File: config.mk
export PLATFORM = sky130hd
export DESIGN_NAME = reu_register_file
export DESIGN_NICKNAME = d
export VERILOG_FILES = /design/src/rtl/reu_pkg.sv /design/src/rtl/reu_addr_counter.sv /design/src/rtl/reu_register_file.sv
export SDC_FILE = /design/constraint.sdc
export NUM_CORES = 1
export LEC_CHECK = 0
export BUFFER_PORTS_ARGS = -buffer_cell sky130_fd_sc_hd__buf_4
export CORE_ASPECT_RATIO = 1.75
export CORE_MARGIN = 5
export CORE_UTILIZATION = 50
export DETAILED_ROUTE_END_ITERATION = 16
export PLACE_DENSITY = 0.81
export SLEW_MARGIN = 5
export SYNTH_ARGS = -nofsm -noshare
export SYNTH_HDL_FRONTEND = slang
export SYNTH_SLANG_ARGS = --single-unit
export TNS_END_PERCENT = 30
File: constraint.sdc
create_clock -name clk -period 2.2 [get_ports clk]
set_clock_uncertainty 0.15 [all_clocks]
set_input_delay 0.33 -clock clk [delete_from_list [all_inputs] [get_ports clk]]
set_output_delay 0.33 -clock clk [all_outputs]
set_load 0.02 [all_outputs]
File: src/rtl/reu_pkg.sv
// REU register file shared definitions: register offsets, command types, FSM states, read masks.
// No logic; constants and types only.
// Imported by the register file and the address counter.
package reu_pkg;

    // Register offsets within the $DF00 page (a[4:0])
    localparam logic [4:0] REG_STATUS   = 5'h00;
    localparam logic [4:0] REG_COMMAND  = 5'h01;
    localparam logic [4:0] REG_C64_LO   = 5'h02;
    localparam logic [4:0] REG_C64_HI   = 5'h03;
    localparam logic [4:0] REG_REU_LO   = 5'h04;
    localparam logic [4:0] REG_REU_HI   = 5'h05;
    localparam logic [4:0] REG_REU_BANK = 5'h06;
    localparam logic [4:0] REG_LEN_LO   = 5'h07;
    localparam logic [4:0] REG_LEN_HI   = 5'h08;
    localparam logic [4:0] REG_IRQMASK  = 5'h09;
    localparam logic [4:0] REG_ADDRCTL  = 5'h0A;

    // Transfer type encodings carried on dma_type
    localparam logic [1:0] DMA_C64_TO_REU = 2'b00;
    localparam logic [1:0] DMA_REU_TO_C64 = 2'b01;
    localparam logic [1:0] DMA_SWAP       = 2'b10;
    localparam logic [1:0] DMA_VERIFY     = 2'b11;

    typedef enum logic [1:0] {
        IDLE  = 2'd0,
        ARMED = 2'd1,
        RUN   = 2'd2
    } reu_state_e;

    // Bits that do not exist in hardware read back as 1
    localparam logic [7:0] CMD_WR_MASK     = 8'hB3;
    localparam logic [7:0] CMD_RD_ONES     = 8'h4C;
    localparam logic [7:0] MASK_RD_ONES    = 8'h1F;
    localparam logic [7:0] ADDRCTL_RD_ONES = 8'h3F;
    localparam logic [7:0] UNMAPPED_RD     = 8'hFF;

endpackage

File: src/rtl/reu_addr_counter.sv
// Byte-writable address counter with reload shadow; writes land in both counter and shadow.
// Latency: one cycle from write/increment/reload to output.
// No backpressure; reload has priority over increment, increment over byte write.
module reu_addr_counter
    import reu_pkg::*;
#(
    parameter int W = 16
) (
    input  logic         clk,
    input  logic         reset,
    input  logic         wr_en_i,
    input  logic [1:0]   wr_sel_i,
    input  logic [7:0]   wr_dat_i,
    input  logic         inc_en_i,
    input  logic         fix_i,
    input  logic         reload_i,
    output logic [W-1:0] cnt_o
);

    logic [W-1:0] cnt_q, cnt_d;
    logic [W-1:0] shadow_q, shadow_d;

    // Next-state: byte write into counter and shadow, then step, then reload override
    always_comb begin
        cnt_d    = cnt_q;
        shadow_d = shadow_q;
        if (wr_en_i) begin
            for (int i = 0; i < W; i++) begin
                if ((i / 8) == int'(wr_sel_i)) begin
                    cnt_d[i]    = wr_dat_i[3'(i % 8)];
                    shadow_d[i] = wr_dat_i[3'(i % 8)];
                end
            end
        end
        if (inc_en_i && !fix_i) begin
            cnt_d = cnt_q + {{(W-1){1'b0}}, 1'b1};
        end
        if (reload_i) begin
            cnt_d = shadow_q;
        end
    end

    // State registers
    always_ff @(posedge clk) begin
        if (reset) begin
            cnt_q    <= '0;
            shadow_q <= '0;
        end else begin
            cnt_q    <= cnt_d;
            shadow_q <= shadow_d;
        end
    end

    assign cnt_o = cnt_q;

endmodule

File: src/rtl/reu_register_file.sv
// REU register file at $DF00-$DF1F: setup registers, execute/$FF00 trigger, autoload, interrupt.
// Latency: read data valid the cycle after read_strobe; dma_start one cycle after the trigger.
// No backpressure; register writes are dropped while a transfer is running.
module reu_register_file
    import reu_pkg::*;
#(
    parameter int reu_bank_bits = 3,
    parameter bit size_bit      = 1'b1
) (
    input  logic                        clk,
    input  logic                        reset,
    input  logic [8:0]                  a,
    input  logic [7:0]                  d_d,
    output logic [7:0]                  d_q,
    input  logic                        read_strobe,
    input  logic                        write_strobe,
    input  logic                        ff00_write,
    output logic                        irq,
    output logic                        dma_start,
    output logic [1:0]                  dma_type,
    output logic [15:0]                 dma_c64_addr,
    output logic [16+reu_bank_bits-1:0] dma_reu_addr,
    output logic [15:0]                 dma_length,
    output logic                        dma_fix_c64,
    output logic                        dma_fix_reu,
    input  logic                        dma_step,
    input  logic                        dma_done,
    input  logic                        dma_verify_error
);

    localparam int RW = 16 + reu_bank_bits;

    reu_state_e  state_q;
    logic        start_q;
    logic [7:0]  cmd_q, cmd_d;
    logic        eob_q, eob_d, fault_q, fault_d;
    logic [2:0]  mask_q, mask_d;
    logic [1:0]  addrctl_q, addrctl_d;
    logic [15:0] len_q, len_d, len_sh_q, len_sh_d;
    logic [7:0]  rd_q, rd_dat, bank_rd;
    logic [4:0]  off;
    logic        reg_wr, reg_rd, cmd_wr, step_en, done_ev, reload, irq_bit;
    logic        c64_wr, reu_wr;
    logic        unused_addr_bits;

    assign off              = a[4:0];
    assign unused_addr_bits = ^a[7:5];
    assign reg_wr  = write_strobe & a[8] & (state_q != RUN);
    assign reg_rd  = read_strobe & a[8];
    assign cmd_wr  = reg_wr & (off == REG_COMMAND);
    assign step_en = dma_step & (state_q == RUN);
    assign done_ev = dma_done & (state_q == RUN);
    assign reload  = done_ev & cmd_q[5];
    assign c64_wr  = reg_wr & ((off == REG_C64_LO) | (off == REG_C64_HI));
    assign reu_wr  = reg_wr & ((off == REG_REU_LO) | (off == REG_REU_HI) | (off == REG_REU_BANK));
    assign irq_bit = mask_q[2] & ((mask_q[1] & eob_q) | (mask_q[0] & fault_q));

    reu_addr_counter #(.W(16)) u_c64_cnt (
        .clk      (clk),
        .reset    (reset),
        .wr_en_i  (c64_wr),
        .wr_sel_i ({1'b0, off == REG_C64_HI}),
        .wr_dat_i (d_d),
        .inc_en_i (step_en),
        .fix_i    (addrctl_q[1]),
        .reload_i (reload),
        .cnt_o    (dma_c64_addr)
    );

    reu_addr_counter #(.W(RW)) u_reu_cnt (
        .clk      (clk),
        .reset    (reset),
        .wr_en_i  (reu_wr),
        .wr_sel_i (2'(off - REG_REU_LO)),
        .wr_dat_i (d_d),
        .inc_en_i (step_en),
        .fix_i    (addrctl_q[0]),
        .reload_i (reload),
        .cnt_o    (dma_reu_addr)
    );

    // Read mux; missing bits read as 1, unmapped offsets read $FF
    always_comb begin
        bank_rd = 8'hFF;
        bank_rd[reu_bank_bits-1:0] = dma_reu_addr[RW-1:16];
        case (off)
            REG_STATUS:   rd_dat = {irq_bit, eob_q, fault_q, size_bit, 4'h0};
            REG_COMMAND:  rd_dat = cmd_q | CMD_RD_ONES;
            REG_C64_LO:   rd_dat = dma_c64_addr[7:0];
            REG_C64_HI:   rd_dat = dma_c64_addr[15:8];
            REG_REU_LO:   rd_dat = dma_reu_addr[7:0];
            REG_REU_HI:   rd_dat = dma_reu_addr[15:8];
            REG_REU_BANK: rd_dat = bank_rd;
            REG_LEN_LO:   rd_dat = len_q[7:0];
            REG_LEN_HI:   rd_dat = len_q[15:8];
            REG_IRQMASK:  rd_dat = {mask_q, 5'h00} | MASK_RD_ONES;
            REG_ADDRCTL:  rd_dat = {addrctl_q, 6'h00} | ADDRCTL_RD_ONES;
            default:      rd_dat = UNMAPPED_RD;
        endcase
    end

    // Register next-state: writes, read-clear of status, step, then transfer-end events win
    always_comb begin
        cmd_d     = cmd_q;
        mask_d    = mask_q;
        addrctl_d = addrctl_q;
        eob_d     = eob_q;
        fault_d   = fault_q;
        len_d     = len_q;
        len_sh_d  = len_sh_q;
        if (reg_wr) begin
            case (off)
                REG_COMMAND: cmd_d = d_d & CMD_WR_MASK;
                REG_LEN_LO:  begin len_d[7:0]  = d_d; len_sh_d[7:0]  = d_d; end
                REG_LEN_HI:  begin len_d[15:8] = d_d; len_sh_d[15:8] = d_d; end
                REG_IRQMASK: mask_d    = d_d[7:5];
                REG_ADDRCTL: addrctl_d = d_d[7:6];
                default:     ;
            endcase
        end
        if (reg_rd && off == REG_STATUS) begin
            eob_d   = 1'b0;
            fault_d = 1'b0;
        end
        // Length parks at 1 so the engine always sees a final byte pending
        if (step_en && len_q != 16'd1) begin
            len_d = len_q - 16'd1;
        end
        if (done_ev) begin
            cmd_d[7] = 1'b0;
            eob_d    = 1'b1;
            if (dma_verify_error) fault_d = 1'b1;
            if (reload) len_d = len_sh_q;
        end
    end

    // Register file state and registered read data
    always_ff @(posedge clk) begin
        if (reset) begin
            cmd_q     <= 8'h00;
            mask_q    <= 3'b000;
            addrctl_q <= 2'b00;
            eob_q     <= 1'b0;
            fault_q   <= 1'b0;
            len_q     <= 16'hFFFF;
            len_sh_q  <= 16'hFFFF;
            rd_q      <= 8'hFF;
        end else begin
            cmd_q     <= cmd_d;
            mask_q    <= mask_d;
            addrctl_q <= addrctl_d;
            eob_q     <= eob_d;
            fault_q   <= fault_d;
            len_q     <= len_d;
            len_sh_q  <= len_sh_d;
            if (reg_rd) rd_q <= rd_dat;
        end
    end

    // Transfer control FSM; dma_start is a registered one-cycle pulse on entry to RUN
    always_ff @(posedge clk) begin
        if (reset) begin
            state_q <= IDLE;
            start_q <= 1'b0;
        end else begin
            start_q <= 1'b0;
            case (state_q)
                IDLE: begin
                    if (cmd_wr && d_d[7]) begin
                        if (d_d[4]) begin
                            state_q <= RUN;
                            start_q <= 1'b1;
                        end else begin
                            state_q <= ARMED;
                        end
                    end
                end
                ARMED: begin
                    if (cmd_wr && !d_d[7]) begin
                        state_q <= IDLE;
                    end else if (ff00_write) begin
                        state_q <= RUN;
                        start_q <= 1'b1;
                    end
                end
                RUN: begin
                    if (dma_done) state_q <= IDLE;
                end
                default: state_q <= IDLE;
            endcase
        end
    end

    assign d_q         = rd_q;
    assign irq         = irq_bit;
    assign dma_start   = start_q;
    assign dma_type    = cmd_q[1:0];
    assign dma_length  = len_q;
    assign dma_fix_c64 = addrctl_q[1];
    assign dma_fix_reu = addrctl_q[0];

endmodule

==> key figures <==
Global route
  – Largest net degree at the start of global routing: 59
  – Tot GR Track Use: 30.6%
  – Initial antenna violation count: 0
  – GRT overflow: 0
  – Global-route wire length before repair: 35,100 um
  – Vias in the first global route: 6,727

Floorplan
  – Initial Utilization: 51.0%
  – Core footprint: 12,000 sq um
  – Die X: 93.7 um
  – I/O Pins: 90
  – Chip height: 156 um
  – Die ar.: 14,700 sq um
  – Row count: 53

STA
  – Max Fclk: 468 MHz
  – Setup violators final: 0
  – Final Hold Viols: 0
  – Final Critical Period: 2140 ps
  – Post-route clock period utilization: 97.1%
  – RSZ-0062 raised after global routing: yes
  – Slew Viols, Final: 0
  – Slew of the pin with the lowest slew margin: 604 ps
  – Slew margin rel.: 59.7%

Power
  – Static Leak: 3.01 nW
  – Worst VDD drop: 0.423 mV
  – PwrDens: 498 nW/um^2

Route
  – Wirelength per Cell: 20.2 um
  – Vias: 7,011
  – First DRT Iteration DRCs: 665
  – Top routing layer used: met4
  – Number of nets with antenna violations after routing: 0
  – Drt total wl: 22,300 um
  – Number of iterations in the first detailed-routing pass: 6
  – Routed length on met3: 1980 um
  – Vias per cell: 6.36
  – Routed length on met2: 10,800 um
  – Drt drc: 0
  – Met1 WL: 7860 um

Final layout
  – ANT cells: 0
  – Design area: 7880 sq um
  – Layout cell share with drive strength beyond 1: 25.8%
  – Filler cells: 1,048
  – Final core occ: 65.7%
  – Fin nets: 961
  – Area grow syn2layout: 28.6%

Clock tree
  – CTS tree: done
  – Post-CTS setup buffers: 0
  – H-tree depth: 3
  – Num Clock Sinks: 109
  – CTS clk-pin slew, worst paths: 80 ps
  – CTS Hold Buffers Added: 0
  – Root buf cell: clkbuf_16
  – Clk_lat worst skew: 360 ps
  – CTS Buf Count: 9
  – Clock Path Buffers: 2

Critical path
  – Worst Path Required: 2300 ps
  – Crit. End Element: register
  – Crit path kind: register to register
  – CP startpoint kind: register
  – Critical Path AT: 2230 ps
  – Worst-path fanout max: 8

Placed design
  – Post-DP Area: 7520 sq um
  – IO buf count: 86
  – Global placement routability congestion: 1.03
  – Post-detail-place hpwl: 16,700 um

Logic synthesis
  – Register area share after synthesis: 35.6%
  – Mapped Cells: 786
  – Ys flop type: dfxtp_1
  – Post-synth EDFFs: 0
  – Post-synth cell types: 67
  – Synthesized area: 6130 sq um
  – Post-synthesis area per instance: 7.80 sq um
  – Post-synth ARST share: 0%
  – Synthesis Warnings: 0
  – Syn_nets: 815
  – Flops & latches, synth: 109

Worst hold path
  – Min-delay worst type: input pin to register

Flow run
  – Maximum capacitance violations: 0

Status
  – Status: finished clean
## state kept, by name, indices dropped and copies added, names as in the netlist
register            cells
addrctl_q               2
cmd_q                   5
d_q                     8
dma_length             16
dma_start               1
eob_q                   1
fault_q                 1
len_sh_q               16
mask_q                  3
state_q                 2
u_c64_cnt.cnt_o        16
u_c64_cnt.shadow_q      8
u_reu_cnt.cnt_o        19
u_reu_cnt.shadow_q     11
## synth_stat cells (all sizes together), types with 8 or more instances
master / count / area (sq um)
nand4: 12 / 75.1
nor2: 106 / 400
a311oi: 11 / 96.3
a22oi: 21 / 158
nor2b: 9 / 56.3
or3: 12 / 75.1
buf: 20 / 111
a21oi: 73 / 365
nand2: 72 / 273
o21bai: 11 / 82.6
dfxtp: 109 / 2180
mux2i: 21 / 210
inv: 13 / 48.8
nor4: 21 / 216
o31ai: 8 / 60.1
o21ai: 47 / 235
nor3: 27 / 135
clkbuf: 34 / 128
a22o: 9 / 78.8
and2: 9 / 58.8
nand3: 24 / 120
a211oi: 10 / 75.1
## placed cells by master (no fill, tap or decap), drive strengths merged, types with 24 or more instances in the layout
cell type  instances
a21oi             73
buf              189
dfxtp            109
nand2             72
nand3             24
nor2             106
nor3              27
o21ai             47
## cell type report
type                            count  area (sq um)  area share [%]
Clock inverter                      6          53.8           0.683
Timing Repair Buffer              189          1420            18.0
Inverter                           13          48.8           0.619
Sequential cell                   109          2190            27.8
Multi-Input combinational cell    610          3720            47.3
Clock buffer                       10           239            3.03
Tap cell                          165           206            2.62
## cells by family after synthesis
logic type / Yosys count / synth area share [%]
adder cells (fa/ha/maj): 4 / 0.817
flip-flops: 109 / 35.6
AND/OR/NAND/NOR: 336 / 28.4
AO/OA/AOI/OAI: 244 / 26.2
multiplexers: 25 / 4.17
XOR/XNOR: 1 / 0.143
buffers and inverters: 67 / 4.70
## report_power, final
group          switching [mW]  internal (mW)
logic                   0.192          0.113
registers              0.0111           1.98
clock network           0.805          0.821
total                    1.01           2.92
## critical path, cell delays in order, from the launching register on
cell and delay [ps]:
dfxtp_1 340, nor4_4 380, buf_4 190, nand4_1 150, buf_4 220, o311ai_0 120
a21oi_1 150, o41ai_1 320
## what timing repair did
item | in CTS | in global routing
resized for setup | 3 | 13
endpoints found under the setup margin | 4 | 23
pin swaps | 0 | 1
hold endpoints to repair | 0 | 0
## routing by layer
| metal | GRT usage, % | up-vias |
|---|---|---|
| met2 | 51.8 | 433 |
| li1 | - | 3207 |
| met3 | 5.19 | 99 |
| met4 | 20.8 | 0 |
| met1 | 34.7 | 3272 |
| met5 | 0 | - |
## worst paths after layout
kind / start / to / slack [ps] / cells past startpoint
setup / recovery: dma_length[6] / dma_length[13] / 60 / 7
hold / removal: dma_done / cmd_q[7] / 60 / 2
setup reg to reg: dma_length[6] / dma_length[13] / 60 / 7
hold reg to reg: len_sh_q[15] / len_sh_q[15] / 300 / 2
## stage by stage
| step | setup slack [ps] | setup TNS (ps) | cells | power [mW] | hold slack, ps |
|---|---|---|---|---|---|
| 2_1_floorplan | 20.4 | 0 | 786 | 2.20 | 273 |
| 4_1_cts | 8.52 | 0 | 1102 | 3.93 | 49.5 |
| 6_report | 63.4 | 0 | 1102 | 3.92 | 56.9 |
| 3_3_place_gp | 6.23 | 0 | 1086 | 2.33 | 282 |
| 5_1_grt | -76.3 | -114 | 1102 | 4.04 | 77.0 |
| 3_5_place_dp | -38.9 | -73.1 | 1086 | 2.33 | 287 |
No activity file was read; power rests on OpenSTA's default activity.
